### config.mk
export PLATFORM = sky130hd
export DESIGN_NAME = branch_predict_resolve
export DESIGN_NICKNAME = d
export VERILOG_FILES = /design/src/rtl/branch_predict_resolve_pkg.sv /design/src/rtl/branch_predict_resolve_cond_eval.sv /design/src/rtl/branch_predict_resolve.sv
export SDC_FILE = /design/constraint.sdc
export NUM_CORES = 1
export LEC_CHECK = 0
export CORE_MARGIN = 2
export CORE_UTILIZATION = 45
export DETAILED_ROUTE_END_ITERATION = 10
export GPL_ROUTABILITY_DRIVEN = 1
export PLACE_DENSITY = 0.77
export SYNTH_ARGS = -nofsm -noshare
export SYNTH_HDL_FRONTEND = slang
export SYNTH_SLANG_ARGS = --single-unit
### constraint.sdc
create_clock -name clk -period 3.1 [get_ports clk]
set_clock_uncertainty 0.05 [all_clocks]
set_input_delay 0.31 -clock clk [delete_from_list [all_inputs] [get_ports clk]]
set_output_delay 0.31 -clock clk [all_outputs]
set_load 0.05 [all_outputs]
### src/rtl/branch_predict_resolve_pkg.sv
// Shared definitions for the branch predictor / resolver: condition-code
// encodings and the reset value of the BHT saturating counters.
package branch_predict_resolve_pkg;

  localparam logic [2:0] COND_EQZ    = 3'd0;
  localparam logic [2:0] COND_NEZ    = 3'd1;
  localparam logic [2:0] COND_LTZ    = 3'd2;
  localparam logic [2:0] COND_GEZ    = 3'd3;
  localparam logic [2:0] COND_GTZ    = 3'd4;
  localparam logic [2:0] COND_LEZ    = 3'd5;
  localparam logic [2:0] COND_ALWAYS = 3'd6;
  localparam logic [2:0] COND_NEVER  = 3'd7;

  // Weakly-not-taken counter value: one below the taken threshold.
  function automatic int weak_nt_init(input int cnt_w);
    return (1 << (cnt_w - 1)) - 1;
  endfunction

endpackage

### src/rtl/branch_predict_resolve_cond_eval.sv
// Combinational branch condition evaluator: signed operand tested against
// zero according to a 3-bit condition code. NEVER resolves not-taken.
module branch_cond_eval #(
  parameter int DATA_W = 16
) (
  input  logic [2:0]        cond,
  input  logic [DATA_W-1:0] opnd,
  output logic              taken
);
  import branch_predict_resolve_pkg::*;

  logic is_zero;
  logic is_neg;

  assign is_zero = (opnd == '0);
  assign is_neg  = opnd[DATA_W-1];

  // Decode the condition code into a taken/not-taken outcome.
  always_comb begin
    taken = 1'b0;
    case (cond)
      COND_EQZ:    taken = is_zero;
      COND_NEZ:    taken = ~is_zero;
      COND_LTZ:    taken = is_neg;
      COND_GEZ:    taken = ~is_neg;
      COND_GTZ:    taken = ~is_neg & ~is_zero;
      COND_LEZ:    taken = is_neg | is_zero;
      COND_ALWAYS: taken = 1'b1;
      default:     taken = 1'b0;
    endcase
  end

endmodule

### src/rtl/branch_predict_resolve.sv
// Branch predictor and resolver: direct-mapped BHT of saturating counters
// read at fetch, trained at execute; registered mispredict flush/redirect
// and saturating branch statistics.
module branch_predict_resolve #(
  parameter int DATA_W = 16,
  parameter int IDX_W  = 4,
  parameter int CNT_W  = 2,
  parameter int STAT_W = 16
) (
  input  logic              clk,
  input  logic              rst,
  input  logic [IDX_W-1:0]  if_idx,
  output logic              if_pred_taken,
  input  logic              ex_valid,
  input  logic              ex_branch,
  input  logic [2:0]        ex_cond,
  input  logic [DATA_W-1:0] ex_opnd,
  input  logic [IDX_W-1:0]  ex_idx,
  input  logic              ex_pred_taken,
  input  logic [DATA_W-1:0] ex_target,
  input  logic [DATA_W-1:0] ex_fallthru,
  output logic              flush,
  output logic [DATA_W-1:0] redirect_pc,
  output logic [STAT_W-1:0] br_count,
  output logic [STAT_W-1:0] mis_count,
  input  logic              stat_clr
);
  import branch_predict_resolve_pkg::*;

  localparam int              ENTRIES  = 1 << IDX_W;
  localparam logic [CNT_W-1:0] CNT_INIT = CNT_W'(weak_nt_init(CNT_W));

  logic [CNT_W-1:0] bht [ENTRIES];
  logic             ex_taken;
  logic             res;
  logic             mispredict;

  branch_cond_eval #(.DATA_W(DATA_W)) u_cond_eval (
    .cond  (ex_cond),
    .opnd  (ex_opnd),
    .taken (ex_taken)
  );

  // The EX slot behind a flush is wrong-path and must be ignored.
  assign res        = ex_valid & ex_branch & ~flush;
  assign mispredict = ex_taken ^ ex_pred_taken;

  // No bypass: an update this cycle becomes visible next cycle.
  assign if_pred_taken = bht[if_idx][CNT_W-1];

  // Train the indexed counter toward the resolved outcome, saturating.
  always_ff @(posedge clk or negedge rst) begin
    if (!rst) begin
      for (int i = 0; i < ENTRIES; i++) begin
        bht[i] <= CNT_INIT;
      end
    end else if (res) begin
      if (ex_taken) begin
        if (bht[ex_idx] != {CNT_W{1'b1}}) bht[ex_idx] <= bht[ex_idx] + CNT_W'(1);
      end else begin
        if (bht[ex_idx] != '0) bht[ex_idx] <= bht[ex_idx] - CNT_W'(1);
      end
    end
  end

  // One-cycle flush pulse with the corrected PC; redirect holds otherwise.
  always_ff @(posedge clk or negedge rst) begin
    if (!rst) begin
      flush       <= 1'b0;
      redirect_pc <= '0;
    end else begin
      flush <= res & mispredict;
      if (res & mispredict) redirect_pc <= ex_taken ? ex_target : ex_fallthru;
    end
  end

  // Saturating statistics; a clear wins over a same-cycle increment.
  always_ff @(posedge clk or negedge rst) begin
    if (!rst) begin
      br_count  <= '0;
      mis_count <= '0;
    end else if (stat_clr) begin
      br_count  <= '0;
      mis_count <= '0;
    end else if (res) begin
      if (br_count != {STAT_W{1'b1}}) br_count <= br_count + STAT_W'(1);
      if (mispredict && (mis_count != {STAT_W{1'b1}})) mis_count <= mis_count + STAT_W'(1);
    end
  end

endmodule

## Word-level counts from Yosys, hierarchy flattened

Index checks and enable logic that the tools add are counted.

| word-level totals | value |
|---|---|
| bits of input ports | 65 |
| memory bits (read-only) | 0 |
| output and inout bits | 50 |
| latch bits | 0 |
| RAM bits | 0 |
| flip-flop bits (word level) | 81 |
| memories | 0 |
| logic and storage cells | 81 |

| cells by class | value |
|---|---|
| reductions and logical operators | 12 |
| equal/unequal tests | 10 |
| add/subtract/negate cells | 4 |
| $mul | 0 |
| shift operators | 0 |
| bitwise logic cells | 11 |
| magnitude comparators | 3 |
| mux-type cells | 21 |
| div/mod/pow operators | 0 |

Operator list:

| operator | count |
|---|---|
| 16-bit 2-to-1 mux | 7 |
| 32-bit 2-to-1 mux | 3 |
| 32-bit bitwise mux | 2 |
| 16-bit by 1-bit adder with 16-bit output, second input constant | 2 |
| 16-bit != test, second input constant | 2 |
| 2-bit binary-select mux with 4-bit select | 2 |
| 16-bit logical NOT | 1 |
| 5-bit greater-or-equal comparator, second input constant | 2 |
| 2-bit 2-to-1 mux | 5 |
| 4-bit NOT with 5-bit output | 2 |
| 2-bit nonzero test | 5 |
| 3-bit equality test, second input constant | 3 |
| 2-bit demux with 4-bit select | 1 |
| 1-bit one-hot mux with 7 select lines | 1 |
| 3-bit by 2-bit equality test with 1-bit output, second input constant | 2 |
| 5-bit by 1-bit less-than comparator with 1-bit output, second input constant | 1 |
| 1-bit AND | 4 |
| 2-bit AND reduction | 2 |
| 3-bit by 1-bit equality test with 1-bit output, second input constant | 1 |
| 3-bit logical NOT | 1 |
| 1-bit NOT | 3 |
| 3-bit AND reduction | 1 |
| 2-bit by 1-bit adder with 2-bit output, second input constant | 1 |
| 1-bit logical AND | 2 |
| other kinds (5) | 5 |

## Depth between registers and ports, before layout

| logic depth | value |
|---|---|
| depth in word-level cells | 9 |
| depth in mapped cells | 12 |

## Cells and area by module

A second synthesis with hierarchy kept.

| unflattened totals | value |
|---|---|
| cell total of the unflattened synthesis | 420 |
| area total of the unflattened synthesis | 4565.6 um2 |

By module, submodules not included:

| module | cells each | seq. area each (um2) | area each (um2) | times used |
|---|---|---|---|---|
| branch_predict_resolve | 402 | 2047.0 | 4445.5 | 1 |
| branch_cond_eval | 18 | 0.0 | 120.1 | 1 |

## Least setup slack after synthesis

Ideal clock, no wire load.

| timing path | value |
|---|---|
| path kind | input -> register |
| from | input ex_idx[1] |
| to | register (tool-made name) |
| stages on the path | 11 |
| required time | 2965 ps |
| library setup time | 85 ps |
| arrival time | 3356 ps |
| path buffers | 2 |
| path slack | -391 ps |
| cell sequence | clkbuf_1 mux4_2 mux2_2 o21ai_1 clkbuf_1 inv_1 ha_1 or3_1 or4_1 o31ai_2 mux2_1 |

RTL lines:

| item | line | text |
|---|---|---|
| from (decl) | branch_predict_resolve.sv:18 | `input logic [IDX_W-1:0] ex_idx,` |

==> impl_metrics.yaml <==
run_status:
  status: "finished, final reports clean"
clocking:
  ctsHoldBuffers: 0
  clock_path_buffers: 2
  htree_levels: 3
  clkLatencyLatePin_ns: 0.35
  cts_tree: "done"
  clock_sinks: 81
  clk_pin_slew_ns: 0.08
  numCtsBuffers: 9
  clockRootBuffer: "clkbuf_8"
sta:
  setup_viol: 0
  min_period_ns: 3.05
  max_freq_mhz: 328
  min_period_over_period: 0.982
  slew_viol_final: 0
  hold_viol: 0
  worstMarginPinSlew_ns: 1.02
  slew_headroom: 0.319
synth:
  synth.largest_area_cell: "dfrtp_1"
  syn_nets: 502
  synth.area.top_cells: "dfrtp_1 34%, dfstp_2 8.9%, mux4_2 6.6%"
  synth.cell_area_sq_um: 4740
  netlist_instances: 433
  synthMostInstantiatedCell: "dfrtp_1"
  yosys.area_share.simple: 0.184
  synth_top_area_frac: 0.343
  synth_adder_area_share: 0.0105
  synth.distinct_cells: 57
  ys_ff_latch: 81
  synth_top_family_by_area: "simple AND/OR/NAND/NOR gates"
  ys_seq_area_frac: 0.431
  synth_xor_area_frac: 0.0295
  synth_edf_count: 0
  synth_warnings: 0
  synth_ff_type: "dfrtp_1"
  syn-mean-instance-area_sq_um: 11.0
  async_reset_ff_frac: 1.00
  synth_compound_area_frac: 0.143
  yosys-top-cells-count: "65 x dfrtp_1, 50 x nor2_1, 24 x a21oi_1"
  synthMuxAreaShare: 0.166
global_route:
  track_usage: 0.230
  overflow: 0
  grt_pass1_wl_um: 20800
  grt_max_degree: 82
  antenna_found_initial: 0
  grt_pass1_vias: 4158
worst_setup_path:
  path_max_fanout: 8
  start_kind: "input pin"
  cp.arrival_ns: 3.28
  required_ns: 3.33
  end_kind: "register"
  crit_type: "in -> reg"
power:
  pwr-share-seq: 0.416
  p_int_mw: 2.27
  leakage_nw: 2.64
  power_density_nw_per_um2: 551
  p_sw_frac: 0.362
  clkPwrFrac: 0.204
  pwr-share-comb: 0.380
  peakVddDrop_mv: 0.373
  power.switching_mw: 1.29
drt:
  routed_wl_um: 12500
  ant_nets: 0
  drt_iter0_drc: 191
  via_per_inst: 5.84
  wire_per_inst_um: 17.7
  remaining_drc_errors: 0
  drt_first_pass_iters: 6
  vias: 4116
finish:
  nNetsFinal: 633
  design_area_sq_um: 6450
  drive_gt1_frac: 0.223
  num_antenna_cells: 0
  stdcell_count: 705
  syn2layout_area_growth_pct: 36.0
placement:
  dp_cells: 686
  placed_area_sq_um: 6190
  numPortBuffers: 114
  gp_congestion: 0.896
  hpwlAfterDp_um: 8980
flow_run:
  maxCapViolCount: 0
die:
  dieArea_sq_um: 11400
  ios: 115
  die_h_um: 107
  row_count: 37
  start_util: 0.462
  core_sq_um: 10300
  die_w_um: 107
hold_path:
  hold_path_class: "in -> async"
-- final timing paths --
path	startpoint	to	slack, ns	cells past startpoint
min in group clk	redirect_pc[5]	redirect_pc[5]	0.48	2
setup reg to reg	bht[1]	register	0.07	7
max in group asynchronous	rst	redirect_pc[12]	2.27	1
hold / removal	rst	br_count[13]	0.07	1
hold reg to reg	redirect_pc[5]	redirect_pc[5]	0.48	2
setup / recovery	ex_idx[1]	register	0.05	13
-- kinds of logic after synthesis --
logic type      count (synthesis)
xor+xnor                       16
compound gates                 79
buf+inv                        36
mux                            58
simple gates                  159
flops                          81
fa+ha+maj                       4
-- layout by cell type, fill, tap and decap left out, types with 10 or more instances in the layout --
master	count
dfrtp_1	65
mux2_2	10
clkbuf_8	11
mux2i_1	20
xor2_1	10
mux2_1	13
nand3_1	15
clkdlybuf4s50_1	111
o32a_1	16
mux4_2	14
nor2_1	50
a21oi_1	24
nand2_1	10
dfstp_2	16
o21ai_0	10
buf_4	32
nand4_1	14
-- per-stage QoR --
step | power (mW) | utilization | setup slack [ns] | hold slack, ns | TNS, ns
5_1_grt | 3.74 | 0.628 | -0.000520 | 0.177 | -0.000520
3_5_place_dp | 2.79 | 0.602 | -0.547 | 0.468 | -13.65
6_report | 3.55 | 0.628 | 0.0550 | 0.0729 | 0
3_3_place_gp | 2.75 | 0.602 | -0.465 | 0.454 | -12.27
4_1_cts | 3.52 | 0.624 | 0.00692 | 0.122 | 0
2_1_floorplan | 2.28 | - | 0.0312 | -0.0356 | 0
-- critical path: stages --
cell	delay, ns
clkdlybuf4s50_1	0.48
buf_6	0.16
buf_12	0.12
mux4_2	0.31
mux2i_1	0.16
nand2_1	0.11
o21ai_4	0.07
inv_1	0.06
ha_2	0.20
or3_4	0.35
or4_4	0.49
o31ai_2	0.09
mux2_1	0.36
-- layout make-up --
cell class              instances  area (sq um)
fillers                       864          3820
multi-input cells             316          2570
flip-flops and latches         81          2050
repair buffers                149          1460
well taps                     136           170
clock buffers                  11           151
clock inverters                 5          30.0
inverters                       7          26.3
-- power by group through the flow --
stage	combinational [mW]	clock, mW	sequential (mW)
3_5_place_dp	1.29	0	1.49
2_1_floorplan	0.602	0	1.68
4_1_cts	1.30	0.745	1.47
5_1_grt	1.44	0.789	1.51
6_report	1.35	0.725	1.48
3_3_place_gp	1.26	0	1.49
-- timing repair --
item                                   in CTS  in global routing
pin swaps                                   0                  2
buffers inserted                            1                  1
setup endpoints to repair                  26                 24
endpoints found under the hold margin       0                  0
gates cloned                                1                  0
resized for setup                           2                  8
-- metal layers --
metal,track usage,share of wire,vias to the layer above
met5,0,0,-
met4,0.0677,0.015,0
met3,0.0790,0.085,17
met2,0.373,0.49,153
met1,0.293,0.41,2045
li1,-,-,1901
No activity file was read; power rests on OpenSTA's default activity.
